### src/rtl/spi_slave_mem_param.sv
// Mode-0 SPI slave fronting a 2**ADDR_W x DATA_W register file.
// All SPI pins are oversampled in the clk domain; nothing is clocked by sclk.
module spi_slave_mem_param #(
    parameter int DATA_W      = 8,
    parameter int ADDR_W      = 4,
    parameter int SYNC_STAGES = 2
) (
    input  logic clk,
    input  logic rst,
    input  logic cs,
    input  logic sclk,
    input  logic mosi,
    output logic miso,
    output logic miso_oe,
    output logic busy,
    output logic cmd_err,
    output logic frame_done
);
    localparam int DEPTH  = 2 ** ADDR_W;
    localparam int MAXF_A = (DATA_W > ADDR_W) ? DATA_W : ADDR_W;
    localparam int MAXF   = (MAXF_A > 3) ? MAXF_A : 3;
    localparam int CNT_W  = $clog2(MAXF + 1);

    localparam logic [2:0] CMD_SW = 3'b001;
    localparam logic [2:0] CMD_SR = 3'b010;
    localparam logic [2:0] CMD_BW = 3'b011;
    localparam logic [2:0] CMD_BR = 3'b100;

    typedef enum logic [2:0] {IDLE, CMD, ADDR, WDATA, RDATA, IGNORE} state_t;

    state_t                 state_q, state_d;
    logic [SYNC_STAGES-1:0] cs_sync_q, cs_sync_d;
    logic [SYNC_STAGES-1:0] sclk_sync_q, sclk_sync_d;
    logic [SYNC_STAGES-1:0] mosi_sync_q, mosi_sync_d;
    logic                   cs_prev_q, cs_prev_d;
    logic                   sclk_prev_q, sclk_prev_d;
    logic [2:0]             cmd_q, cmd_d;
    logic [ADDR_W-1:0]      addr_q, addr_d;
    logic [DATA_W-1:0]      wdata_q, wdata_d;
    logic [DATA_W-1:0]      tx_q, tx_d;
    logic [CNT_W-1:0]       bit_cnt_q, bit_cnt_d;
    logic                   word_seen_q, word_seen_d;
    logic                   miso_q, miso_d;
    logic                   miso_oe_q, miso_oe_d;
    logic                   busy_q, busy_d;
    logic                   cmd_err_q, cmd_err_d;
    logic                   frame_done_q, frame_done_d;

    logic [DATA_W-1:0]      mem_q [DEPTH];

    logic                   cs_s, sclk_s, mosi_s;
    logic                   cs_rise, cs_fall, sclk_rise, sclk_fall;
    logic                   is_burst, is_write, wr_en;
    logic [2:0]             cmd_shift;
    logic [ADDR_W-1:0]      addr_shift, addr_inc;
    logic [DATA_W-1:0]      data_shift;

    assign cs_s   = cs_sync_q[SYNC_STAGES-1];
    assign sclk_s = sclk_sync_q[SYNC_STAGES-1];
    assign mosi_s = mosi_sync_q[SYNC_STAGES-1];

    assign cs_rise   = cs_s & ~cs_prev_q;
    assign cs_fall   = ~cs_s & cs_prev_q;
    assign sclk_rise = sclk_s & ~sclk_prev_q;
    assign sclk_fall = ~sclk_s & sclk_prev_q;

    assign cmd_shift  = {cmd_q[1:0], mosi_s};
    assign addr_shift = (addr_q << 1) | ADDR_W'(mosi_s);
    assign data_shift = (wdata_q << 1) | DATA_W'(mosi_s);
    assign addr_inc   = addr_q + ADDR_W'(1);
    assign is_burst   = (cmd_q == CMD_BW) || (cmd_q == CMD_BR);
    assign is_write   = (cmd_q == CMD_SW) || (cmd_q == CMD_BW);

    always_comb begin
        cs_sync_d    = {cs_sync_q[SYNC_STAGES-2:0], cs};
        sclk_sync_d  = {sclk_sync_q[SYNC_STAGES-2:0], sclk};
        mosi_sync_d  = {mosi_sync_q[SYNC_STAGES-2:0], mosi};
        cs_prev_d    = cs_s;
        sclk_prev_d  = sclk_s;
        state_d      = state_q;
        cmd_d        = cmd_q;
        addr_d       = addr_q;
        wdata_d      = wdata_q;
        tx_d         = tx_q;
        bit_cnt_d    = bit_cnt_q;
        word_seen_d  = word_seen_q;
        miso_d       = miso_q;
        miso_oe_d    = miso_oe_q;
        cmd_err_d    = 1'b0;
        frame_done_d = 1'b0;
        wr_en        = 1'b0;

        // A cs rise wins over any sclk edge seen in the same cycle.
        if (cs_rise) begin
            state_d      = IDLE;
            miso_d       = 1'b0;
            miso_oe_d    = 1'b0;
            frame_done_d = word_seen_q;
        end else begin
            unique case (state_q)
                IDLE: begin
                    if (cs_fall) begin
                        state_d     = CMD;
                        cmd_d       = '0;
                        addr_d      = '0;
                        wdata_d     = '0;
                        tx_d        = '0;
                        bit_cnt_d   = '0;
                        word_seen_d = 1'b0;
                    end
                end
                CMD: begin
                    if (sclk_rise) begin
                        cmd_d     = cmd_shift;
                        bit_cnt_d = bit_cnt_q + CNT_W'(1);
                        if (bit_cnt_q == CNT_W'(2)) begin
                            bit_cnt_d = '0;
                            if (cmd_shift inside {CMD_SW, CMD_SR, CMD_BW, CMD_BR}) begin
                                state_d = ADDR;
                            end else begin
                                state_d   = IGNORE;
                                cmd_err_d = 1'b1;
                            end
                        end
                    end
                end
                ADDR: begin
                    if (sclk_rise) begin
                        addr_d    = addr_shift;
                        bit_cnt_d = bit_cnt_q + CNT_W'(1);
                        if (bit_cnt_q == CNT_W'(ADDR_W - 1)) begin
                            bit_cnt_d = '0;
                            if (is_write) begin
                                state_d = WDATA;
                            end else begin
                                state_d = RDATA;
                                tx_d    = mem_q[addr_shift];
                            end
                        end
                    end
                end
                WDATA: begin
                    if (sclk_rise) begin
                        wdata_d   = data_shift;
                        bit_cnt_d = bit_cnt_q + CNT_W'(1);
                        if (bit_cnt_q == CNT_W'(DATA_W - 1)) begin
                            wr_en       = 1'b1;
                            word_seen_d = 1'b1;
                            bit_cnt_d   = '0;
                            if (is_burst) begin
                                addr_d = addr_inc;
                            end else begin
                                state_d = IGNORE;
                            end
                        end
                    end
                end
                RDATA: begin
                    // Falls drive bits; the LSB fall of a burst also prefetches the next word.
                    if (sclk_fall) begin
                        miso_d    = tx_q[DATA_W-1];
                        miso_oe_d = 1'b1;
                        tx_d      = tx_q << 1;
                        if (is_burst && (bit_cnt_q == CNT_W'(DATA_W - 1))) begin
                            tx_d   = mem_q[addr_inc];
                            addr_d = addr_inc;
                        end
                    end else if (sclk_rise) begin
                        bit_cnt_d = bit_cnt_q + CNT_W'(1);
                        if (bit_cnt_q == CNT_W'(DATA_W - 1)) begin
                            bit_cnt_d   = '0;
                            word_seen_d = 1'b1;
                            if (!is_burst) begin
                                state_d   = IGNORE;
                                miso_d    = 1'b0;
                                miso_oe_d = 1'b0;
                            end
                        end
                    end
                end
                IGNORE: begin
                    miso_d    = 1'b0;
                    miso_oe_d = 1'b0;
                end
                default: state_d = IDLE;
            endcase
        end

        busy_d = (state_d != IDLE);
    end

    always_ff @(posedge clk or posedge rst) begin
        if (rst) begin
            cs_sync_q    <= '1;
            sclk_sync_q  <= '0;
            mosi_sync_q  <= '0;
            cs_prev_q    <= 1'b1;
            sclk_prev_q  <= 1'b0;
            state_q      <= IDLE;
            cmd_q        <= '0;
            addr_q       <= '0;
            wdata_q      <= '0;
            tx_q         <= '0;
            bit_cnt_q    <= '0;
            word_seen_q  <= 1'b0;
            miso_q       <= 1'b0;
            miso_oe_q    <= 1'b0;
            busy_q       <= 1'b0;
            cmd_err_q    <= 1'b0;
            frame_done_q <= 1'b0;
        end else begin
            cs_sync_q    <= cs_sync_d;
            sclk_sync_q  <= sclk_sync_d;
            mosi_sync_q  <= mosi_sync_d;
            cs_prev_q    <= cs_prev_d;
            sclk_prev_q  <= sclk_prev_d;
            state_q      <= state_d;
            cmd_q        <= cmd_d;
            addr_q       <= addr_d;
            wdata_q      <= wdata_d;
            tx_q         <= tx_d;
            bit_cnt_q    <= bit_cnt_d;
            word_seen_q  <= word_seen_d;
            miso_q       <= miso_d;
            miso_oe_q    <= miso_oe_d;
            busy_q       <= busy_d;
            cmd_err_q    <= cmd_err_d;
            frame_done_q <= frame_done_d;
        end
    end

    // Storage is deliberately not reset; wr_en is already gated by the reset state.
    always_ff @(posedge clk) begin
        if (wr_en) begin
            mem_q[addr_q] <= data_shift;
        end
    end

    assign miso       = miso_q;
    assign miso_oe    = miso_oe_q;
    assign busy       = busy_q;
    assign cmd_err    = cmd_err_q;
    assign frame_done = frame_done_q;
endmodule
### config.mk
export PLATFORM = sky130hd
export DESIGN_NAME = spi_slave_mem_param
export DESIGN_NICKNAME = d
export VERILOG_FILES = /design/src/rtl/spi_slave_mem_param.sv
export SDC_FILE = /design/constraint.sdc
export NUM_CORES = 1
export LEC_CHECK = 0
export ABC_AREA = 1
export ABC_CLOCK_PERIOD_IN_PS = 4200
export CELL_PAD_IN_SITES_DETAIL_PLACEMENT = 0
export CELL_PAD_IN_SITES_GLOBAL_PLACEMENT = 1
export CORE_UTILIZATION = 30
export CTS_BUF_LIST = sky130_fd_sc_hd__clkbuf_8
export CTS_CLUSTER_SIZE = 16
export DETAILED_ROUTE_END_ITERATION = 10
export PLACE_DENSITY = 0.55
export SETUP_SLACK_MARGIN = 0.5
export SLEW_MARGIN = 15
export SYNTH_ARGS = -nofsm -noshare
export SYNTH_HDL_FRONTEND = slang
export SYNTH_SLANG_ARGS = --single-unit
### constraint.sdc
create_clock -name clk -period 4.2 [get_ports clk]
set_input_delay 0.84 -clock clk [delete_from_list [all_inputs] [get_ports clk]]
set_output_delay 0.84 -clock clk [all_outputs]
set_load 0.005 [all_outputs]
==> results.md, run 1 <==
- The total length of routed wires is 27100 um.
- The synthesized net count is 1000.
- The final sum of negative setup slack is 0 ps.
- The final number of max-transition violations is 0.
- For this design, the sink count on the clock tree is between 150 and 200.
- The placed wire-length estimate is approximately 18000 um.
- The post-layout net count is ~990.
- The share of the yosys chip area belonging to registers is between 50 and 60%.
- The library cell used most frequently in the layout, excluding fill and tap cells, is sky130_fd_sc_hd__nand2_1.
- The first TritonRoute pass finished after 5 iterations.
- The most area-hungry cell type in the Yosys netlist is sky130_fd_sc_hd__edfxtp_1.
- The worst min-delay path category is flip-flop to flip-flop.
- The TritonCTS buffer count is 17.
- Along the worst path, the maximum fanout reaches 8.
- The smallest clock period supported by the final layout is computed as 3120 ps.
- In this run the most critical hold path is launched from mosi_sync_q[0].
- In this run the deepest clock path goes through 2 buffers.
- The measured slew at the worst slew-check pin is 1060 ps.
- The final critical path takes up 74.4% of the cycle.
- Traced cell by cell, the critical path runs through inv_1 -> nand2_1 -> inv_1 -> nor4_1 -> nand2_1 -> nor2_1.
- The number of global-route vias before repair came to 6732.
- The via density per instance is 4.92.
- Dividing the synthesized area by the synthesized cell count gives 8.83 um2.
- The largest single stage delay on the critical path is 730 ps.
- In this run the tightest slew margin relative to its limit is between 20 and 30%.
- The buffers inserted during post-CTS setup optimization is 0.
- The die boundary height is 173 um.
- The fraction of final layout cells sized beyond drive strength 1 is 8.43%.
- The clock tree root buffer cell is sky130_fd_sc_hd__clkbuf_8.
- Global routing consumed, over all layers together, between 10% and 20% of the routing resources.
- The total I/O pin count is 10.
- For the final database, setup skew stands at approximately 16 ps.
- The cell area that synthesis handed to floorplanning was 0.00874 mm2.
- Summed over its instances, the top area cell type makes up between 40% and 50% of the synthesized netlist area.
- The core outline area is 0.0287 mm2.
- At the end of routability-driven placement, the weighted congestion stood at around 0.80.
- The die extent in x is 173 um.
- The residual overflow from global routing is 0.
- The TritonCTS clock tree is yes.
- The leakage power figure is between 3 and 4 nW.
- Counting distinct cell types in the post-synthesis netlist gives 38.
- In the final routed layout, each cell accounts on average for 19.7 um.
- The library cells used most frequently in the layout, excluding fill and tap cells, are sky130_fd_sc_hd__nand2_1, sky130_fd_sc_hd__nand3_1, sky130_fd_sc_hd__inv_1.
- The number of failing hold endpoints at the final stage came to 0.
- In this run the core area contains 62 standard-cell rows.
- The number of synthesized register bits is 171.
- The upper clock frequency limit is ~320 MHz.
- Before CTS, the worst setup slack after placement is 1090 ps.
- The clock insertion delay at the later pin of the skew report is 470 ps.
- Compared with the post-synthesis result, the final layout area differs by 9.35%.
- The total number of vias is 6792.
- The worst setup path is launched from a flip-flop.
- Setup repair after global routing left no endpoint under its margin.
- In this run the remaining antenna-violating nets after routing total 0.
- The first global-routing pass estimated 41900 um of wire.
- The number of failing setup endpoints in the final timing report is 0.
- Sorting the synthesized cells by area gives the leading types as sky130_fd_sc_hd__edfxtp_1, sky130_fd_sc_hd__dfrtp_1, sky130_fd_sc_hd__nand3_1.
- Tracing the worst setup path back leads to its startpoint at cs_prev_q.
- The maximum number of pins on one net before global-route repair is 67.
- The die footprint is 0.0298 mm2.
- In this run the tool buffered the top-level ports with 9 buffer cells.
- The tool flagged a number of max-cap violations equal to 0.
- The required time at the worst-slack endpoint is 4300 ps.
- The first routing iteration left 577 violations.
- The repair_antennas step left the layout with diodes totalling 0.
- Overall power consumption after layout is estimated at 3.62 mW.
- In the routed design, unresolved DRC markers number 0.
- At the worst endpoint, the arrival time is 3220 ps.
- Once routing completed, OpenROAD measured the worst setup slack at 1080 ps.
- The number of buffers added to fix hold violations after cts is 0.
- The starting density of the core is 30.4%.
- The number of gates resized after CTS is 0.
- STA classifies the critical path endpoint as a flip-flop.
- The type of the worst setup path is flip-flop to flip-flop.
- Clock-pin slew was measured on the worst setup and hold paths at 90 ps.
- For this run, the number of Yosys warnings is 0.
- The initial antenna violation count is 0.
- The worst register-to-register path begins at cs_prev_q.
- Among all stages on the critical path, the largest delay is contributed by sky130_fd_sc_hd__nor4_1.
- The flow ran to the end, and the final reports show no timing, DRC or antenna violations.
- Synthesis produced between 900 and 1000 cells.
- The H-tree was split into 4 levels.
- The maximum vdd drop is 0.137 mV.
- The power density of the placed cells is 379 mW/mm2.
-- routing by layer --
layer | global-route usage, % | part of all wire [%]
met1 | 26.4 | 48
met2 | 30.3 | 47
met3 | 2.24 | 3.7
met4 | 5.46 | 1.6
met5 | 0 | 0
-- state kept, by name (all words and copies together) (netlist names), 2 cells and up --
name / cells
wdata_q: 7
mem_q: 128
mosi_sync_q: 2
cs_sync_q: 2
addr_q: 4
cmd_q: 3
sclk_sync_q: 2
state_q: 3
bit_cnt_q: 4
tx_q: 8
-- worst paths after layout --
check	cells past startpoint	slack [ps]	end
setup / recovery	6	1080	mem_q[14][7]
hold / removal	0	360	mosi_sync_q[1]
setup reg to reg	6	1080	mem_q[14][7]
hold reg to reg	0	360	mosi_sync_q[1]
max in group asynchronous	3	2750	cs_prev_q
min in group asynchronous	2	710	cmd_q[2]
-- cells in the mapped netlist --
master / count
sky130_fd_sc_hd__buf_2: 21
sky130_fd_sc_hd__buf_4: 2
sky130_fd_sc_hd__o21ai_0: 20
sky130_fd_sc_hd__nand3_2: 1
sky130_fd_sc_hd__clkbuf_1: 18
sky130_fd_sc_hd__clkinv_1: 1
sky130_fd_sc_hd__nand3_1: 197
sky130_fd_sc_hd__clkinv_2: 2
sky130_fd_sc_hd__dfstp_2: 3
sky130_fd_sc_hd__o22ai_1: 5
sky130_fd_sc_hd__inv_2: 3
sky130_fd_sc_hd__xnor2_2: 1
sky130_fd_sc_hd__inv_1: 130
sky130_fd_sc_hd__nand2_4: 1
sky130_fd_sc_hd__dfrtp_1: 40
sky130_fd_sc_hd__buf_6: 2
sky130_fd_sc_hd__nor3_2: 3
sky130_fd_sc_hd__o31ai_1: 1
sky130_fd_sc_hd__nand4_1: 2
sky130_fd_sc_hd__nand2_1: 247
sky130_fd_sc_hd__o211ai_1: 44
sky130_fd_sc_hd__edfxtp_1: 128
sky130_fd_sc_hd__nor4_1: 1
sky130_fd_sc_hd__a21oi_1: 8
sky130_fd_sc_hd__nor2_2: 2
sky130_fd_sc_hd__xor2_1: 4
sky130_fd_sc_hd__nor3_1: 2
sky130_fd_sc_hd__o21ai_1: 1
sky130_fd_sc_hd__or2_2: 20
sky130_fd_sc_hd__ha_1: 6
sky130_fd_sc_hd__xor2_2: 1
sky130_fd_sc_hd__nand2_2: 1
sky130_fd_sc_hd__a21boi_0: 2
sky130_fd_sc_hd__nor3b_1: 1
sky130_fd_sc_hd__nand3b_1: 1
sky130_fd_sc_hd__buf_1: 3
sky130_fd_sc_hd__nor2_1: 62
sky130_fd_sc_hd__nor2_4: 2
-- area by class of cell --
type	instances	area (um2)
inverter	136	513
clock inverter	15	126
fill	3051	19100
tap	384	480
multi-input combinational	636	3080
sequential	171	4930
clock buffer	17	234
timing repair buffer	21	193
-- per-stage QoR --
stage               utilization, %  cells  area (um2)  hold WS, ps
global route                  33.3   1380        9550          366
floorplan                        -    989        8740          331
global placement              32.0   1348        9190          333
detailed placement            32.0   1348        9190          335
CTS                           33.3   1380        9550          356
finish                        33.3   1380        9550          356
-- report_power, final --
part | internal (mW) | total [mW] | switching (mW)
clock network | 0.469 | 1.12 | 0.656
registers | 1.84 | 1.89 | 0.0477
logic | 0.178 | 0.609 | 0.431
total | 2.49 | 3.62 | 1.13
-- worst max-delay path, delay by kind of cell, from the launching register on --
kind                   cells  cell delay, ps
buffers and inverters      2             160
DFF                        1             520
and+or+nand+nor            4            2080
-- logic make-up after synthesis --
group,synth area share [%]
buffers and inverters,8.41
adder cells (fa/ha/maj),0.859
XOR/XNOR,0.773
flip-flops,56.4
AO/OA/AOI/OAI,6.06
AND/OR/NAND/NOR,27.6
Note: power is estimated with default switching activity, not from simulation.
==> run 2: changes to the inputs <==
--- a/config.mk
+++ b/config.mk
@@ -6,14 +6,14 @@
 export NUM_CORES = 1
 export LEC_CHECK = 0
 export ABC_AREA = 1
-export ABC_CLOCK_PERIOD_IN_PS = 4200
+export ABC_CLOCK_PERIOD_IN_PS = 2630
 export CELL_PAD_IN_SITES_DETAIL_PLACEMENT = 0
 export CELL_PAD_IN_SITES_GLOBAL_PLACEMENT = 1
 export CORE_UTILIZATION = 30
 export CTS_BUF_LIST = sky130_fd_sc_hd__clkbuf_8
 export CTS_CLUSTER_SIZE = 16
 export DETAILED_ROUTE_END_ITERATION = 10
-export PLACE_DENSITY = 0.55
+export PLACE_DENSITY = 0.57
 export SETUP_SLACK_MARGIN = 0.5
 export SLEW_MARGIN = 15
 export SYNTH_ARGS = -nofsm -noshare
==> constraint.sdc (replaced) <==
create_clock -name clk -period 2.63 [get_ports clk]
set_input_delay 0.526 -clock clk [delete_from_list [all_inputs] [get_ports clk]]
set_output_delay 0.526 -clock clk [all_outputs]
set_load 0.005 [all_outputs]
==> results.md, run 2 (same netlist as run 1, synthesis figures left out) <==
- The maximum root-to-sink buffer count was 2 (unchanged).
- The final worst slack is 593 ps (-484 ps).
- The worst setup path is captured at a flip-flop.
- The final sum of negative setup slack came to 0 ps (unchanged).
- The startpoint type of the worst setup path is a flip-flop.
- The starting density of the core is 30.4% (unchanged).
- The post-layout instance area is 0.0100 mm2 (+4.6%).
- The most numerous cell type found on the critical path is sky130_fd_sc_hd__nand2_1.
- The post-placement cell count is 1380 (+2.4%).
- The filler-free cell count of the finished design is 1417 (+2.7%).
- The largest registers in the layout are mem_q: 128 flops, tx_q: 8 flops, wdata_q: 7 flops.
- The global-route usage over all layers is 18.0% (-0.72 points).
- Walking the worst path, the cells encountered are ha_2 -> buf_4 -> xor2_4 -> buf_6 -> nand3_1 -> nand3_2 -> nand2_1 -> nand3_1 -> nand2_1 -> nand2_1 -> nand2_1.
- The average detailed-routed wire length per instance is 19.1 um (-3.1%).
- The worst hold margin came to 348 ps (-7.80 ps).
- The number of clock sinks is 171 (unchanged).
- The critical path's largest stage delay is 520 ps (-210 ps).
- The number of failing setup endpoints in the final timing report is 0 (unchanged).
- The upper clock frequency limit is 491 MHz (+53%).
- The most common cell after layout, fill and taps aside is sky130_fd_sc_hd__nand2_1.
- The slowest library cell on the worst path is sky130_fd_sc_hd__dfrtp_4.
- The final period demand of the worst path is 2040 ps (-1090 ps).
- The core outline area is 0.0287 mm2 (unchanged).
- The end of the worst register-to-register path is tx_q[0].
- The placer congestion estimate is 0.820 (+2.3%).
- The maximum vdd drop came to 0.240 mV (+75%).
- The path class of the tightest hold or removal check is input port to async pin.
- The maximum number of pins on one net before global-route repair is 74 (+10%).
- On the critical path the largest part of the delay comes from simple AND/OR/NAND/NOR gates.
- The final number of max-transition violations is 0 (unchanged).
- The required time at the worst-slack endpoint is 2980 ps (-1320 ps).
- The residual overflow from global routing was 0 (unchanged).
- The area of placed instances is 0.00945 mm2 (+2.7%).
- The initial antenna violation count is 1 (+1).
- The fill cell total of the finished layout is 3005 (-1.5%).
- The total I/O pin count was 10 (unchanged).
- The maximum net fanout on the critical path is 8 (unchanged).
- The flow ran to the end, and the final reports show no timing, DRC or antenna violations.
- The total number of vias is 6773 (-0.28%).
- The leakage power figure came to 4.11 nW (+5.0%).
- The number of failing hold endpoints at the final stage came to 0 (unchanged).
- The setup skew after layout is 15.5 ps (-0.677 ps).
- The via density per instance is 4.78 (-2.9%).
- The startpoint identified for the worst register-to-register timing path is addr_q[0].
- The clock insertion delay at the later pin of the skew report came to 460 ps (about the same).
- The relative max-transition margin came to 38.4% (+9.2 points).
- Leaving out fill and tap cells, the most frequent cells in the layout are sky130_fd_sc_hd__nand2_1, sky130_fd_sc_hd__nand3_1, sky130_fd_sc_hd__inv_1, sky130_fd_sc_hd__edfxtp_1, sky130_fd_sc_hd__nor2_1.
- The arrival time of the worst setup path came to 2390 ps (-830 ps).
- The worst path buffer plus inverter count is 2 (unchanged).
- The total length of routed wires is 27000 um (-0.48%).
- The remaining design rule violation count was 0 (unchanged).
- The clock tree root buffer cell is sky130_fd_sc_hd__clkbuf_8.
- The total iterations of the first detailed-routing run came to 5 (unchanged).
- The number of global-route vias before repair is 6513 (-3.3%).
- The share of the clock period used by the worst path is 77.5% (+3.1 points).
- The TritonCTS clock tree is yes.
- Setup repair after global routing could not meet its margin everywhere.
- The die extent in x was 173 um (unchanged).
- The number of buffers added on ports came to 9 (unchanged).
- The count of H-tree levels built during CTS is 4 (unchanged).
- Ranked by flip-flop count, first place goes to mem_q.
- The die boundary height came to 173 um (unchanged).
- The post-placement worst setup slack came to 352 ps (-735 ps).
- The register clock-pin slew on the reported worst setup and hold paths is 100 ps (about the same).
- The fraction of final layout cells sized beyond drive strength 1 is 13.0% (+4.6 points).
- The max capacitance violation total is 0 (unchanged).
- The relative area change from synthesis to final layout is 14.4%.
- The number of core rows is 62 (unchanged).
- The setup slack of the most critical reg-to-reg path came to 590 ps (-480 ps).
- The post-layout net count is 1030 (+3.6%).
- The residual antenna-violating net count after detailed routing was 0 (unchanged).
- The final design utilization was 34.8% (+1.5 points).
- The TritonCTS buffer count came to 17 (unchanged).
- The number of flip-flops under the largest register name was 128 (unchanged).
- The die footprint was 0.0298 mm2 (unchanged).
- The measured slew at the worst slew-check pin is 924 ps (-138 ps).
- The type of the worst setup path is flip-flop to flip-flop.
- The first-iteration detailed-routing DRC count came to 597 (+3.5%).
- The overall power consumption is 5.93 mW (+64%).
- The power density of the placed cells is 594 mW/mm2 (+57%).
- The first-pass GRT wire length was 40100 um (-4.2%).
- The placed wire-length estimate is 17400 um (-2.5%).
- The length in cells of the worst reg-to-reg path is 11 (+5).
-- run 2: cell type report --
| type | count | area, um2 | area share (%) |
|---|---|---|---|
| diodes | 1 | 2.50 | 0.0250 |
| flip-flops and latches | 171 | 4930 | 49.3 |
| clock inverters | 15 | 145 | 1.45 |
| repair buffers | 57 | 529 | 5.29 |
| inverters | 136 | 515 | 5.16 |
| clock buffers | 17 | 234 | 2.34 |
| multi-input cells | 636 | 3160 | 31.6 |
| well taps | 384 | 480 | 4.81 |
-- run 2: how the worst max path moves through the flow --
stage	cells past startpoint	from	slack, ps	to
6_report	11	addr_q[0]	590	tx_q[0]
3_3_place_gp	7	bit_cnt_q[1]	340	mem_q[8][1]
4_1_cts	7	bit_cnt_q[1]	500	mem_q[8][5]
5_1_grt	11	addr_q[0]	460	tx_q[7]
2_1_floorplan	6	cs_prev_q	470	mem_q[4][0]
3_5_place_dp	7	bit_cnt_q[1]	350	mem_q[8][1]
-- run 2: routing by layer --
layer	vias to the layer above	wire (um)	track usage, %
met3	30	1100	3.03
met4	0	524	5.42
met5	-	0	0
li1	3352	-	-
met1	3235	13600	26.4
met2	156	11800	27.1
-- run 2: where the power goes --
part | total (mW) | switching, mW | internal [mW]
Sequential | 2.99 | 0.0592 | 2.94
Combinational | 1.06 | 0.724 | 0.340
Clock | 1.88 | 1.03 | 0.843
-- run 2: what timing repair did --
item	CTS	global route
buffers inserted	0	2
cloned	0	2
setup endpoints to repair	128	134
gates resized for setup	7	18
hold buffers	0	0
pin swaps	0	1
==> run 3: changes to the inputs <==
--- a/config.mk
+++ b/config.mk
@@ -6,7 +6,7 @@
 export NUM_CORES = 1
 export LEC_CHECK = 0
 export ABC_AREA = 1
-export ABC_CLOCK_PERIOD_IN_PS = 2630
+export ABC_CLOCK_PERIOD_IN_PS = 1700
 export CELL_PAD_IN_SITES_DETAIL_PLACEMENT = 0
 export CELL_PAD_IN_SITES_GLOBAL_PLACEMENT = 1
 export CORE_UTILIZATION = 30
==> constraint.sdc (replaced) <==
create_clock -name clk -period 1.7 [get_ports clk]
set_input_delay 0.34 -clock clk [delete_from_list [all_inputs] [get_ports clk]]
set_output_delay 0.34 -clock clk [all_outputs]
set_load 0.005 [all_outputs]
==> results.md, run 3 (same netlist as run 1, synthesis figures left out) <==
- The final worst slack is -285 ps (-878 ps).
- The initial antenna violation count came to 1 (unchanged).
- The checks that failed: setup timing.
- The upper clock frequency limit came to 504 MHz (+2.6%).
- The number of global-route vias before repair is 7261 (+11%).
- The register with the most flip-flops in the final layout is mem_q.
- The final period demand of the worst path is 1990 ps (-51.7 ps).
- The fill cell total of the finished layout came to 2860 (-4.8%).
- The final sum of negative setup slack came to -16660 ps (-16660 ps).
- The power density of the placed cells came to 861 mW/mm2 (+45%).
- The number of flip-flops under the largest register name is 128 (unchanged).
- The placer congestion estimate is 0.833 (+1.5%).
- The number of failing hold endpoints at the final stage is 0 (unchanged).
- The slowest library cell on the worst path is sky130_fd_sc_hd__dfrtp_4.
- Setup repair after global routing could not meet its margin everywhere.
- The total number of vias is 7344 (+8.4%).
- The setup skew after layout is 23.6 ps (+8.10 ps).
- The clock insertion delay at the later pin of the skew report is 480 ps (+20 ps).
- The remaining design rule violation count is 0 (unchanged).
- The post-layout net count was 1123 (+9.0%).
- The die footprint came to 0.0298 mm2 (unchanged).
- The count of H-tree levels built during CTS is 4 (unchanged).
- Leaving out fill and tap cells, the most frequent cell in the layout is sky130_fd_sc_hd__nand2_1.
- The measured slew at the worst slew-check pin is 538 ps (-385 ps).
- The number of failing setup endpoints in the final timing report came to 142 (+142).
- The maximum net fanout on the critical path is 8 (unchanged).
- The number of buffers added to fix hold violations after cts is 0 (unchanged).
- The starting density of the core was 30.4% (unchanged).
- The critical path starts at addr_q[0].
- The average detailed-routed wire length per instance is 19.8 um (+3.8%).
- The die boundary height came to 173 um (unchanged).
- The multi-input gate area in the final layout is 0.00412 mm2 (+30%).
- The clock tree root buffer cell is sky130_fd_sc_hd__clkbuf_8.
- The maximum root-to-sink buffer count came to 2 (unchanged).
- The length in cells of the worst reg-to-reg path is 11 (unchanged).
- The worst hold margin is 274 ps (-73.9 ps).
- The max capacitance violation total is 0 (unchanged).
- TritonCTS built the clock tree.
- The arrival time of the worst setup path came to 2350 ps (-40 ps).
- The largest registers in the layout are mem_q: 128 flops, tx_q: 8 flops, wdata_q: 7 flops.
- The number of buffers added on ports is 9 (unchanged).
- The critical path's largest stage delay is 530 ps (about the same).
- The timing endpoint of the critical path is tx_q[2].
- The placed wire-length estimate is 19900 um (+14%).
- Leaving out fill and tap cells, the most frequent cells in the layout are sky130_fd_sc_hd__nand2_1, sky130_fd_sc_hd__nand3_1, sky130_fd_sc_hd__edfxtp_1.
- The number of core rows was 62 (unchanged).
- The area growth from synthesis to layout is 38.7%.
- The total iterations of the first detailed-routing run is 5 (unchanged).
- The type of the worst setup path is flip-flop to flip-flop.
- The worst setup path is launched from a flip-flop.
- The library cell appearing most often on the critical path is sky130_fd_sc_hd__nand2_1.
- The required time at the worst-slack endpoint came to 2060 ps (-920 ps).
- The setup slack of the most critical reg-to-reg path is -290 ps (-880 ps).
- The via density per instance came to 4.87 (+1.8%).
- The number of clock sinks is 171 (unchanged).
- The global-route usage over all layers is 19.9% (+1.9 points).
- In this run the worst hold path is classified as input port to async pin.
- The register clock-pin slew on the reported worst setup and hold paths is 100 ps (about the same).
- The area used by sequential logic in the layout was 0.00494 mm2 (+0.13%).
- The die extent in x is 173 um (unchanged).
- The maximum number of pins on one net before global-route repair is 51 (-31%).
- The core outline area was 0.0287 mm2 (unchanged).
- The residual antenna-violating net count after detailed routing came to 0 (unchanged).
- In this run the critical register-to-register path is launched from addr_q[0].
- The maximum vdd drop is 0.446 mV (+86%).
- The final number of max-transition violations was 0 (unchanged).
- The leakage power figure is 4.87 nW (+19%).
- The first-pass GRT wire length was 44500 um (+11%).
- The number of diodes added for antenna fixing is 0 (-1).
- The total length of routed wires was 29900 um (+11%).
- The first-iteration detailed-routing DRC count is 574 (-3.9%).
- The residual overflow from global routing is 0 (unchanged).
- Traced cell by cell, the critical path runs through buf_6 -> ha_4 -> xnor2_4 -> clkbuf_16 -> nand3_2 -> nand3_1 -> nand3_1 -> nand2_1 -> nand2_1 -> nand2_1 -> nand2_1.
- The share of the clock period used by the worst path is 117% (+39 points).
- The run finished, with violations left.
- The end of the worst register-to-register path is tx_q[2].
- The relative max-transition margin is 64.1% (+26 points).
- The fraction of final layout cells sized beyond drive strength 1 came to 33.8% (+21 points).
- The endpoint kind of the worst setup timing path is a flip-flop.
- The TritonCTS buffer count was 17 (unchanged).
- The total I/O pin count is 10 (unchanged).
==> run 3: changes by cell type in the layout (fill, tap and decap cells not counted), moves of 13 or more <==
cell / before / now
sky130_fd_sc_hd__nand3_4: 0 / 13
sky130_fd_sc_hd__nand2_2: 5 / 21
sky130_fd_sc_hd__nor2_1: 61 / 32
sky130_fd_sc_hd__buf_6: 3 / 21
sky130_fd_sc_hd__o21ai_0: 20 / 3
sky130_fd_sc_hd__nand3_2: 5 / 52
sky130_fd_sc_hd__buf_12: 2 / 27
sky130_fd_sc_hd__nand3_1: 193 / 133
sky130_fd_sc_hd__nand2_1: 243 / 217
sky130_fd_sc_hd__buf_4: 40 / 83
sky130_fd_sc_hd__nor2_4: 3 / 27
==> run 3: final cells by class <==
class / count / share of cell area, %
flip-flops and latches: 171 / 40.7
inverters: 136 / 4.51
multi-input cells: 637 / 34.0
clock inverters: 15 / 1.24
clock buffers: 17 / 1.93
repair buffers: 149 / 13.6
well taps: 384 / 3.96
==> run 3: per-stage QoR <==
step	cells	total power, mW	util (%)	area [um2]	worst slack [ps]
2_1_floorplan	989	5.98	-	9120	-128
4_1_cts	1492	10.1	40.0	11500	-187
3_5_place_dp	1440	6.68	36.4	10500	-242
6_report	1509	10.4	42.2	12100	-285
3_3_place_gp	1440	6.71	36.4	10500	-271
5_1_grt	1509	10.9	42.2	12100	-343
==> run 3: repair_timing <==
item / CTS / global route
endpoints found under the setup margin: 183 / 171
gates cloned: 1 / 5
endpoints found under the hold margin: 0 / 0
gates resized for setup: 120 / 105
pin swaps: 35 / 44
buffers inserted: 19 / 12
==> run 3: where the power goes <==
group / leakage, nW / switching [mW] / total, mW / internal (mW)
Combinational: 2.98 / 1.64 / 2.81 / 1.17
Sequential: 1.70 / 0.0817 / 4.63 / 4.54
Clock: 0.194 / 1.69 / 2.99 / 1.31
Total: 4.87 / 3.41 / 10.4 / 7.02
==> run 3: worst min-delay path by stage <==
stage,slack [ps],cells past startpoint,endpoint,start
after floorplan,330,0,mosi_sync_q[1],mosi_sync_q[0]
after global placement,330,0,sclk_sync_q[1],sclk_sync_q[0]
after detailed placement,340,0,sclk_sync_q[1],sclk_sync_q[0]
after CTS,240,1,cs_sync_q[0],cs
after global routing,260,1,cs_sync_q[0],cs
final,270,3,bit_cnt_q[2],rst
==> run 3: worst max-delay path, delay by kind of cell, from the launching register on <==
kind	cells	cell delay (ps)
and+or+nand+nor	7	510
adders and majority gates	1	180
buffers and inverters	2	380
xor gates and xnor gates	1	270
DFF	1	530
==> run 3: routing by layer <==
| metal | vias to the layer above | wire length [um] | part of all wire, % | track usage (%) |
|---|---|---|---|---|
| li1 | 3546 | - | - | - |
| met1 | 3622 | 14600 | 49 | 29.4 |
| met2 | 150 | 13600 | 46 | 31.0 |
| met3 | 26 | 1200 | 4.0 | 2.53 |
| met4 | 0 | 398 | 1.3 | 4.76 |
| met5 | - | 0 | 0 | 0 |
